==> src/rtl/seg_scan_driver_pkg.sv <==
// Shared types and constants for the two-digit multiplexed seven-segment driver.
// Latency: n/a (types, constants and a pure helper function only).
// Backpressure: n/a.
package seg_scan_driver_pkg;

    typedef enum logic {
        DIG_ONES = 1'b0,
        DIG_TENS = 1'b1
    } dig_state_t;

    typedef struct packed {
        logic       tens;
        logic [3:0] ones;
    } bcd_t;

    // Active-low segment patterns, bit order g..a.
    localparam logic [6:0] SEG_0     = 7'h40;
    localparam logic [6:0] SEG_1     = 7'h79;
    localparam logic [6:0] SEG_2     = 7'h24;
    localparam logic [6:0] SEG_3     = 7'h30;
    localparam logic [6:0] SEG_4     = 7'h19;
    localparam logic [6:0] SEG_5     = 7'h12;
    localparam logic [6:0] SEG_6     = 7'h02;
    localparam logic [6:0] SEG_7     = 7'h78;
    localparam logic [6:0] SEG_8     = 7'h00;
    localparam logic [6:0] SEG_9     = 7'h10;
    localparam logic [6:0] SEG_BLANK = 7'h7F;

    // Active-low digit enables; AN_OFF darkens both digits.
    localparam logic [1:0] AN_ONES = 2'b10;
    localparam logic [1:0] AN_TENS = 2'b01;
    localparam logic [1:0] AN_OFF  = 2'b11;

    // Input never exceeds 15, so a single compare-and-subtract is a full split.
    function automatic bcd_t bcd_split(input logic [3:0] v);
        bcd_t r;
        r.tens = (v >= 4'd10);
        r.ones = r.tens ? (v - 4'd10) : v;
        return r;
    endfunction

endpackage

==> src/rtl/seg_scan_driver_seg7_encode.sv <==
// Digit to active-low seven-segment pattern; codes 10..15 give a dark digit.
// Latency: combinational.
// Backpressure: none.
module seg7_encode
    import seg_scan_driver_pkg::*;
(
    input  logic [3:0] digit,
    output logic [6:0] seg
);

    always_comb begin
        seg = SEG_BLANK;
        case (digit)
            4'd0:    seg = SEG_0;
            4'd1:    seg = SEG_1;
            4'd2:    seg = SEG_2;
            4'd3:    seg = SEG_3;
            4'd4:    seg = SEG_4;
            4'd5:    seg = SEG_5;
            4'd6:    seg = SEG_6;
            4'd7:    seg = SEG_7;
            4'd8:    seg = SEG_8;
            4'd9:    seg = SEG_9;
            default: seg = SEG_BLANK;
        endcase
    end

endmodule

==> src/rtl/seg_scan_driver.sv <==
// Scans a latched 0..15 count onto two multiplexed digits and flags 0->15 wraps.
// Latency: seg/an follow the digit slot by 1 clk; wrap/frame are 1-clk registered pulses.
// Backpressure: none; count is sampled every clk and the display latch reloads once per frame.
module seg_scan_driver
    import seg_scan_driver_pkg::*;
#(
    parameter int REFRESH_DIV = 50000,
    parameter bit LZ_BLANK    = 1'b1
) (
    input  logic       clk,
    input  logic       rst,
    input  logic [3:0] count,
    output logic [6:0] seg,
    output logic [1:0] an,
    output logic       wrap,
    output logic       frame
);

    localparam int            RW    = (REFRESH_DIV > 2) ? $clog2(REFRESH_DIV) : 1;
    localparam logic [RW-1:0] RTERM = RW'(REFRESH_DIV - 1);

    logic [RW-1:0] rcnt_q;
    logic          slot_end;
    dig_state_t    state_q;
    dig_state_t    state_d;
    logic          frame_load;
    logic [3:0]    disp_q;
    logic [3:0]    cnt_q;
    bcd_t          bcd;
    logic [3:0]    dig_sel;
    logic [6:0]    enc_seg;
    logic [6:0]    seg_d;
    logic [1:0]    an_d;

    assign slot_end = (rcnt_q == RTERM);

    always_ff @(posedge clk or posedge rst) begin
        if (rst) begin
            rcnt_q <= '0;
        end else if (slot_end) begin
            rcnt_q <= '0;
        end else begin
            rcnt_q <= rcnt_q + 1'b1;
        end
    end

    always_ff @(posedge clk or posedge rst) begin
        if (rst) begin
            state_q <= DIG_ONES;
        end else begin
            state_q <= state_d;
        end
    end

    // The end of the tens slot closes a frame and is the only point the latch reloads.
    always_comb begin
        state_d    = state_q;
        frame_load = 1'b0;
        case (state_q)
            DIG_ONES: begin
                if (slot_end) begin
                    state_d = DIG_TENS;
                end
            end
            DIG_TENS: begin
                if (slot_end) begin
                    state_d    = DIG_ONES;
                    frame_load = 1'b1;
                end
            end
        endcase
    end

    assign bcd = bcd_split(disp_q);

    always_comb begin
        dig_sel = bcd.ones;
        an_d    = AN_ONES;
        seg_d   = enc_seg;
        if (state_q == DIG_TENS) begin
            dig_sel = {3'b000, bcd.tens};
            an_d    = AN_TENS;
            if (LZ_BLANK && !bcd.tens) begin
                an_d  = AN_OFF;
                seg_d = SEG_BLANK;
            end
        end
    end

    seg7_encode u_enc (
        .digit (dig_sel),
        .seg   (enc_seg)
    );

    // cnt_q resets to 15 so a counter leaving reset at 15 never looks like 0->15.
    always_ff @(posedge clk or posedge rst) begin
        if (rst) begin
            disp_q <= 4'd0;
            cnt_q  <= 4'hF;
            seg    <= SEG_0;
            an     <= AN_ONES;
            wrap   <= 1'b0;
            frame  <= 1'b0;
        end else begin
            if (frame_load) begin
                disp_q <= count;
            end
            cnt_q <= count;
            seg   <= seg_d;
            an    <= an_d;
            wrap  <= (cnt_q == 4'd0) && (count == 4'hF);
            frame <= frame_load;
        end
    end

endmodule
==> config.mk <==
export PLATFORM = sky130hd
export DESIGN_NAME = seg_scan_driver
export DESIGN_NICKNAME = d
export VERILOG_FILES = /design/src/rtl/seg_scan_driver_pkg.sv /design/src/rtl/seg_scan_driver_seg7_encode.sv /design/src/rtl/seg_scan_driver.sv
export SDC_FILE = /design/constraint.sdc
export NUM_CORES = 1
export LEC_CHECK = 0
export BUFFER_PORTS_ARGS = -buffer_cell sky130_fd_sc_hd__buf_4
export CORE_MARGIN = 2
export CORE_UTILIZATION = 38
export CTS_CLUSTER_SIZE = 20
export DETAILED_ROUTE_END_ITERATION = 10
export SLEW_MARGIN = 25
export SYNTH_ARGS = -nofsm -noshare
export SYNTH_HDL_FRONTEND = slang
export SYNTH_HIERARCHICAL = 1
export SYNTH_SLANG_ARGS = --single-unit
==> constraint.sdc <==
create_clock -name clk -period 2 [get_ports clk]
set_input_delay 0.2 -clock clk [delete_from_list [all_inputs] [get_ports clk]]
set_output_delay 0.2 -clock clk [all_outputs]
set_load 0.02 [all_outputs]
==> run summary, run 1 <==
Tot GR Track Use -> 0.142
CORE AREA -> 0.00429 mm^2
Vias/cell -> 5.03
detailed placer's ending HPWL -> 2280 um
Max Root-Sink Buffers -> 2
# port buffers -> 16
Num CTS Buffers -> 5
clock sinks -> 36
via count -> 1182
FMAX -> 546 MHz
filler cell count -> 409
die height -> 70.2 um
Synth area leaders -> dfrtp_1 45%, dfstp_2 9.5%, ha_1 6.0%
crit path DAT -> 2.00 ns
fin area -> 0.00198 mm^2
pwr/cell area -> 640 mW/mm^2
Ys Warns -> 6
number of inserted diodes -> 0
Main synth FF type -> dfrtp_1
clock root buffer -> clkbuf_8
number of synthesized flops with an enable pin -> 0
total setup buffers inserted after CTS -> 0
Net Sw Frac -> 0.222
Leakage -> 0.955 nW
post-layout min period -> 1.83 ns
Gates resized, CTS repair -> 0
Final Skew -> 0.00957 ns
Slew HR -> 0.703
Initial DRT Pass Iterations -> 4
Post-DP Area -> 0.00189 mm^2
Comb power frac -> 0.021
Starting Density -> 0.388
pin count of the biggest net entering global routing -> 37
critical path peak fanout -> 10
layout cells sized above 1 -> 0.240
sequential share of power -> 0.581
setup tns final -> 0 ns
register area -> 908 um^2
Die Wd -> 70.2 um
Detailed Route WL -> 3140 um
Max rail drop VDD -> 0.466 mV
Area Growth Syn to Fin -> 19.0%
Final Hold Fails -> 0
Post-Syn Nets -> 168
Syn Area/Cell -> 10.8 um^2
Layout Nets -> 196
CP Class -> reg2reg
clock tree from TritonCTS -> yes
crit start category -> register
Wirelength per Cell -> 13.3 um
max-cap violation count -> 0
Top Ports -> 17
Syn Inst Count -> 154
Hold WC Path Type -> in2async
register clock-pin slew on the reported worst setup and hold paths -> 0.08 ns
Hold-fix buffers, CTS -> 0
register area share after synthesis -> 0.545
RSZ-0062 raised after global routing -> no
Required @ worst endpoint -> 2.17 ns
worst reg-to-reg path cell count -> 9
row cnt -> 24
initial drt markers -> 34
NetSw -> 0.282 mW
worst-margin pin slew -> 0.445 ns
Netlist Area Pre-Place -> 0.00167 mm^2
CP Capture Type -> register
Clock Latency Late Sink -> 0.29 ns
# DRC -> 0
die footprint -> 0.00493 mm^2
Cell Int Power -> 0.986 mW
initial antenna violation count -> 0
worst r2r dst -> seg[0]
hold_ws -> 0.00925 ns
first-pass GRT wire length -> 5390 um
most common library cell in the layout ignoring fill and taps -> dfrtp_1
status -> completed
post-synth top area share -> 0.451
Synth area leader -> dfrtp_1
H-tree Lvls -> 2
Max Slew Vio Count -> 0
Clock power frac -> 0.399
FFs w/ async S/R, synth -> 1.00
Placer Congestion -> 0.793
vias in the first global route -> 1198
count of cell types in the netlist -> 35
final period utilization -> 0.916
r2r startpoint -> disp_q[1]
area of the multi-input gates -> 718 um^2
Placed Instances -> 227
#FFs+latches synth -> 36
grt ovf -> 0
flop-to-flop setup slack -> 0.17 ns
Finish-stage setup viols -> 0
Post-Layout Cell Count -> 235
most frequent cells in the layout -> 30 x dfrtp_1, 23 x buf_4, 18 x nor2_1
ANT nets after route -> 0
[critical path: stages (launching register included)]
cell and delay, ns:
dfrtp_1 0.41, inv_1 0.11, ha_1 0.21, a21oi_1 0.14, nor3b_1 0.08, buf_4 0.17
or2_1 0.24, a21oi_2 0.15, nor2_1 0.06, nand2b_1 0.15
[metal layers]
metal	vias up	part of all wire	GRT usage
li1	574	-	-
met1	593	0.45	0.162
met2	10	0.51	0.240
met3	5	0.023	0.0433
met4	0	0.023	0.0705
met5	-	0	0
[per-stage QoR]
stage	setup WS (ns)	utilization	total power, mW
after floorplan	0.00209	-	0.761
after global placement	0.213	0.441	0.776
after detailed placement	0.117	0.441	0.777
after CTS	0.0869	0.462	1.28
after global routing	0.0161	0.462	1.32
final	0.169	0.462	1.27
[worst max-delay path by stage]
stage | depth (start not counted) | slack (ns) | startpoint | end
2_1_floorplan | 4 | 0.002 | rcnt_q[10] | disp_q[3]
3_3_place_gp | 6 | 0.21 | state_q | seg[1]
3_5_place_dp | 6 | 0.12 | state_q | seg[1]
4_1_cts | 6 | 0.09 | state_q | seg[1]
5_1_grt | 7 | 0.02 | state_q | seg[1]
6_report | 9 | 0.17 | disp_q[1] | seg[0]
[power groups by stage]
stage,clock network (mW),logic (mW),registers [mW]
after CTS,0.518,0.0274,0.736
after global routing,0.558,0.0301,0.736
final,0.506,0.0261,0.736
after detailed placement,0,0.0274,0.750
after floorplan,0,0.0114,0.749
after global placement,0,0.0263,0.749
[layout make-up]
type / count / share of cell area
Inverter: 8 / 0.0152
Tap cell: 52 / 0.0328
Clock inverter: 3 / 0.00947
Multi-Input combinational cell: 108 / 0.362
Clock buffer: 5 / 0.0347
Timing Repair Buffer: 23 / 0.0871
Sequential cell: 36 / 0.458
[synth_stat cells (2+ instances only)]
cell type  count
dfrtp_1       30
nor2_1        18
nand2b_1      12
o21ai_0       11
nand2_1       10
ha_1           8
inv_1          8
xnor2_1        7
dfstp_2        6
xor2_1         6
a21oi_1        5
nand4_1        5
nand3_1        4
and3_1         2
nor4_1         2
[registers in the layout, summed over array words and instances (netlist names)]
register	flops
state_q	1
frame	1
cnt_q	4
wrap	1
seg	7
disp_q	4
an	2
rcnt_q	16
[cell families (layout without fill, tap and decap cells)]
kind of cell / count (synthesis) / after routing / synth area share
AND/OR/NAND/NOR: 64 / 64 / 0.214
flip-flops: 36 / 36 / 0.545
AO/OA/AOI/OAI: 21 / 21 / 0.0714
XOR/XNOR: 13 / 13 / 0.0684
buffers and inverters: 10 / 39 / 0.0278
adder cells (fa/ha/maj): 8 / 8 / 0.0601
multiplexers: 2 / 2 / 0.0128
Power figures use the tool's default switching activity.
==> run 2, diff against run 1 <==
CORE_UTILIZATION = 45   (was 38)
PLACE_DENSITY = 0.66   (was not set)
RECOVER_POWER = 100   (was not set)
==> run 2 against run 1 <==
Effect of this change:
- non-clock buffer count down 1
- power up 1.4%
- sequential power about the same
- count of clock-buffer cells in the layout up 2
- via count down 1.9%
- die area down 15%
- largest cell class unchanged
- largest power group unchanged
- highest routed layer unchanged
==> run summary, run 2 (same netlist as run 1, synthesis figures left out) <==
post-layout min period -> 1.84 ns (+0.0126 ns)
DR top layer -> met4
crit start category -> register
vias in the first global route -> 1210 (+1.0%)
initial antenna violation count -> 0 (unchanged)
CP Class -> reg2reg
Max Root-Sink Buffers -> 2 (unchanged)
crit path buf inv count -> 0 (-2)
flop-to-flop setup slack -> 0.16 ns (about the same)
critical path peak fanout -> 4 (-6)
row cnt -> 22 (-8.3%)
top flop regs -> rcnt_q: 16 flops, seg: 7 flops
Comb power frac -> 0.017 (-0.004)
r2r startpoint -> rcnt_q[12]
Hold EP -> cnt_q[0]
family with the most delay on the worst path -> simple AND/OR/NAND/NOR gates
Clock power frac -> 0.411 (+0.012)
grt ovf -> 0 (unchanged)
CP Capture Type -> register
Post-Layout Cell Count -> 230 (-2.1%)
Hold WC Path Type -> in2reg
NetSw -> 0.267 mW (-5.3%)
Placed Instances -> 222 (-2.2%)
# DRC -> 0 (unchanged)
clock tree from TritonCTS -> yes
clock root buffer -> clkbuf_8
clock sinks -> 36 (unchanged)
Top Ports -> 17 (unchanged)
Initial DRT Pass Iterations -> 4 (unchanged)
Finish-stage setup viols -> 0 (unchanged)
FMAX -> 542 MHz (-0.68%)
Net Sw Frac -> 0.207 (-0.0148)
die footprint -> 0.00420 mm^2 (-15%)
number of inserted diodes -> 0 (unchanged)
via count -> 1160 (-1.9%)
crit path DAT -> 2.02 ns (+0.02 ns)
register clock-pin slew on the reported worst setup and hold paths -> 0.07 ns (about the same)
critical-path cell list -> nor4b_1 > nand3b_1 > nor4_4 > ha_1 > mux2_2
sequential share of power -> 0.573 (-0.008)
RSZ-0062 raised after global routing -> no
Final Hold Fails -> 0 (unchanged)
die height -> 64.8 um (-7.6%)
initial drt markers -> 33 (-2.9%)
pin count of the biggest net entering global routing -> 37 (unchanged)
met3 WL -> 80 um (+9.6%)
Slew HR -> 0.434 (-0.270)
Placer Congestion -> 0.841 (+6.1%)
Final Skew -> 0.00562 ns (-0.00395 ns)
Starting Density -> 0.462 (+0.0740)
max reg flops -> 16 (unchanged)
max-cap violation count -> 0 (unchanged)
Vias/cell -> 5.04 (+0.27%)
final period utilization -> 0.922 (+0.00631)
setup tns final -> 0 ns (unchanged)
Slowest cell on crit path -> dfrtp_1
Max Slew Vio Count -> 0 (unchanged)
layout cells sized above 1 -> 0.137 (-0.103)
CORE AREA -> 0.00361 mm^2 (-16%)
Tot GR Track Use -> 0.170 (+0.0279)
Num CTS Buffers -> 5 (unchanged)
Detailed Route WL -> 2890 um (-7.8%)
Area Growth Syn to Fin -> 14.1%
Wirelength per Cell -> 12.6 um (-5.7%)
# port buffers -> 16 (unchanged)
most frequent cells in the layout -> 29 x dfrtp_1, 18 x nor2_1, 17 x clkbuf_1
worst r2r dst -> disp_q[3]
ANT nets after route -> 0 (unchanged)
total setup buffers inserted after CTS -> 0 (unchanged)
Max rail drop VDD -> 0.312 mV (-33%)
Clock Latency Late Sink -> 0.29 ns (about the same)
Most flops, register -> rcnt_q
status -> completed
met1 wire length -> 1260 um (-10%)
hold path cells -> 1
Hold Crit Start -> count[0]
metal2 WL -> 1480 um (-6.6%)
most common library cell in the layout ignoring fill and taps -> dfrtp_1
Slowest Stage Delay on Critical Path -> 0.42 ns (about the same)
worst-margin pin slew -> 0.850 ns (+0.405 ns)
worst reg-to-reg path cell count -> 5 (-4)
Required @ worst endpoint -> 2.18 ns (about the same)
Die Wd -> 64.8 um (-7.6%)
detailed placer's ending HPWL -> 2180 um (-4.3%)
final setup margin -> 0.156 ns (-0.0126 ns)
Layout Nets -> 195 (-0.51%)
H-tree Lvls -> 2 (unchanged)
first-pass GRT wire length -> 5270 um (-2.2%)
Place WS -> 0.0838 ns (-0.0337 ns)
Leakage -> 0.885 nW (-7.4%)
Cell Int Power -> 1.02 mW (+3.4%)
pwr/cell area -> 677 mW/mm^2 (+5.8%)
[run 2: repair_timing]
| action | in CTS | in global routing |
|---|---|---|
| hold buffers | 0 | 0 |
| resized for setup | 0 | 2 |
| setup endpoints to repair | 0 | 1 |
[run 2: power groups by stage]
stage          combinational [mW]  clock, mW  sequential (mW)
2_1_floorplan              0.0114          0            0.749
3_3_place_gp               0.0255          0            0.749
3_5_place_dp               0.0268          0            0.750
4_1_cts                    0.0268      0.547            0.736
5_1_grt                    0.0257      0.585            0.736
6_report                   0.0214      0.528            0.736
[run 2: worst max path at each step]
stage,cells past startpoint,to,start,slack (ns)
after floorplan,4,disp_q[3],rcnt_q[10],0.002
after global placement,6,seg[1],state_q,0.16
after detailed placement,6,seg[1],state_q,0.08
after CTS,6,seg[1],state_q,0.08
after global routing,5,disp_q[3],rcnt_q[12],0.03
final,5,disp_q[3],rcnt_q[12],0.16
[run 2: cell type report]
class                      instances  area [um^2]
fill                             355         1710
sequential                        36          910
multi-input combinational        108          709
timing repair buffer              22         97.6
clock buffer                       7         86.3
tap                               48         60.1
inverter                           8         30.0
clock inverter                     1         7.51
[run 2: per-stage QoR]
step           cell area (um^2)   util  power (mW)  hold WS [ns]
2_1_floorplan              1670      -       0.761         0.204
3_3_place_gp               1880  0.522       0.775         0.316
3_5_place_dp               1880  0.522       0.776         0.328
4_1_cts                    1980  0.548        1.31        0.0206
5_1_grt                    1900  0.527        1.35       0.00924
6_report                   1900  0.527        1.29        0.0191
[run 2: metal layers]
| metal | track usage | vias to the layer above |
|---|---|---|
| met5 | 0 | - |
| met4 | 0.0798 | 0 |
| met3 | 0.0573 | 6 |
| met2 | 0.282 | 8 |
| met1 | 0.197 | 575 |
| li1 | - | 571 |
[run 2: worst reg2reg max path, stage by stage (launching register included)]
cell and delay (ns):
dfrtp_1 0.42, nor4b_1 0.36, nand3b_1 0.21, nor4_4 0.21, ha_1 0.21, mux2_2 0.33
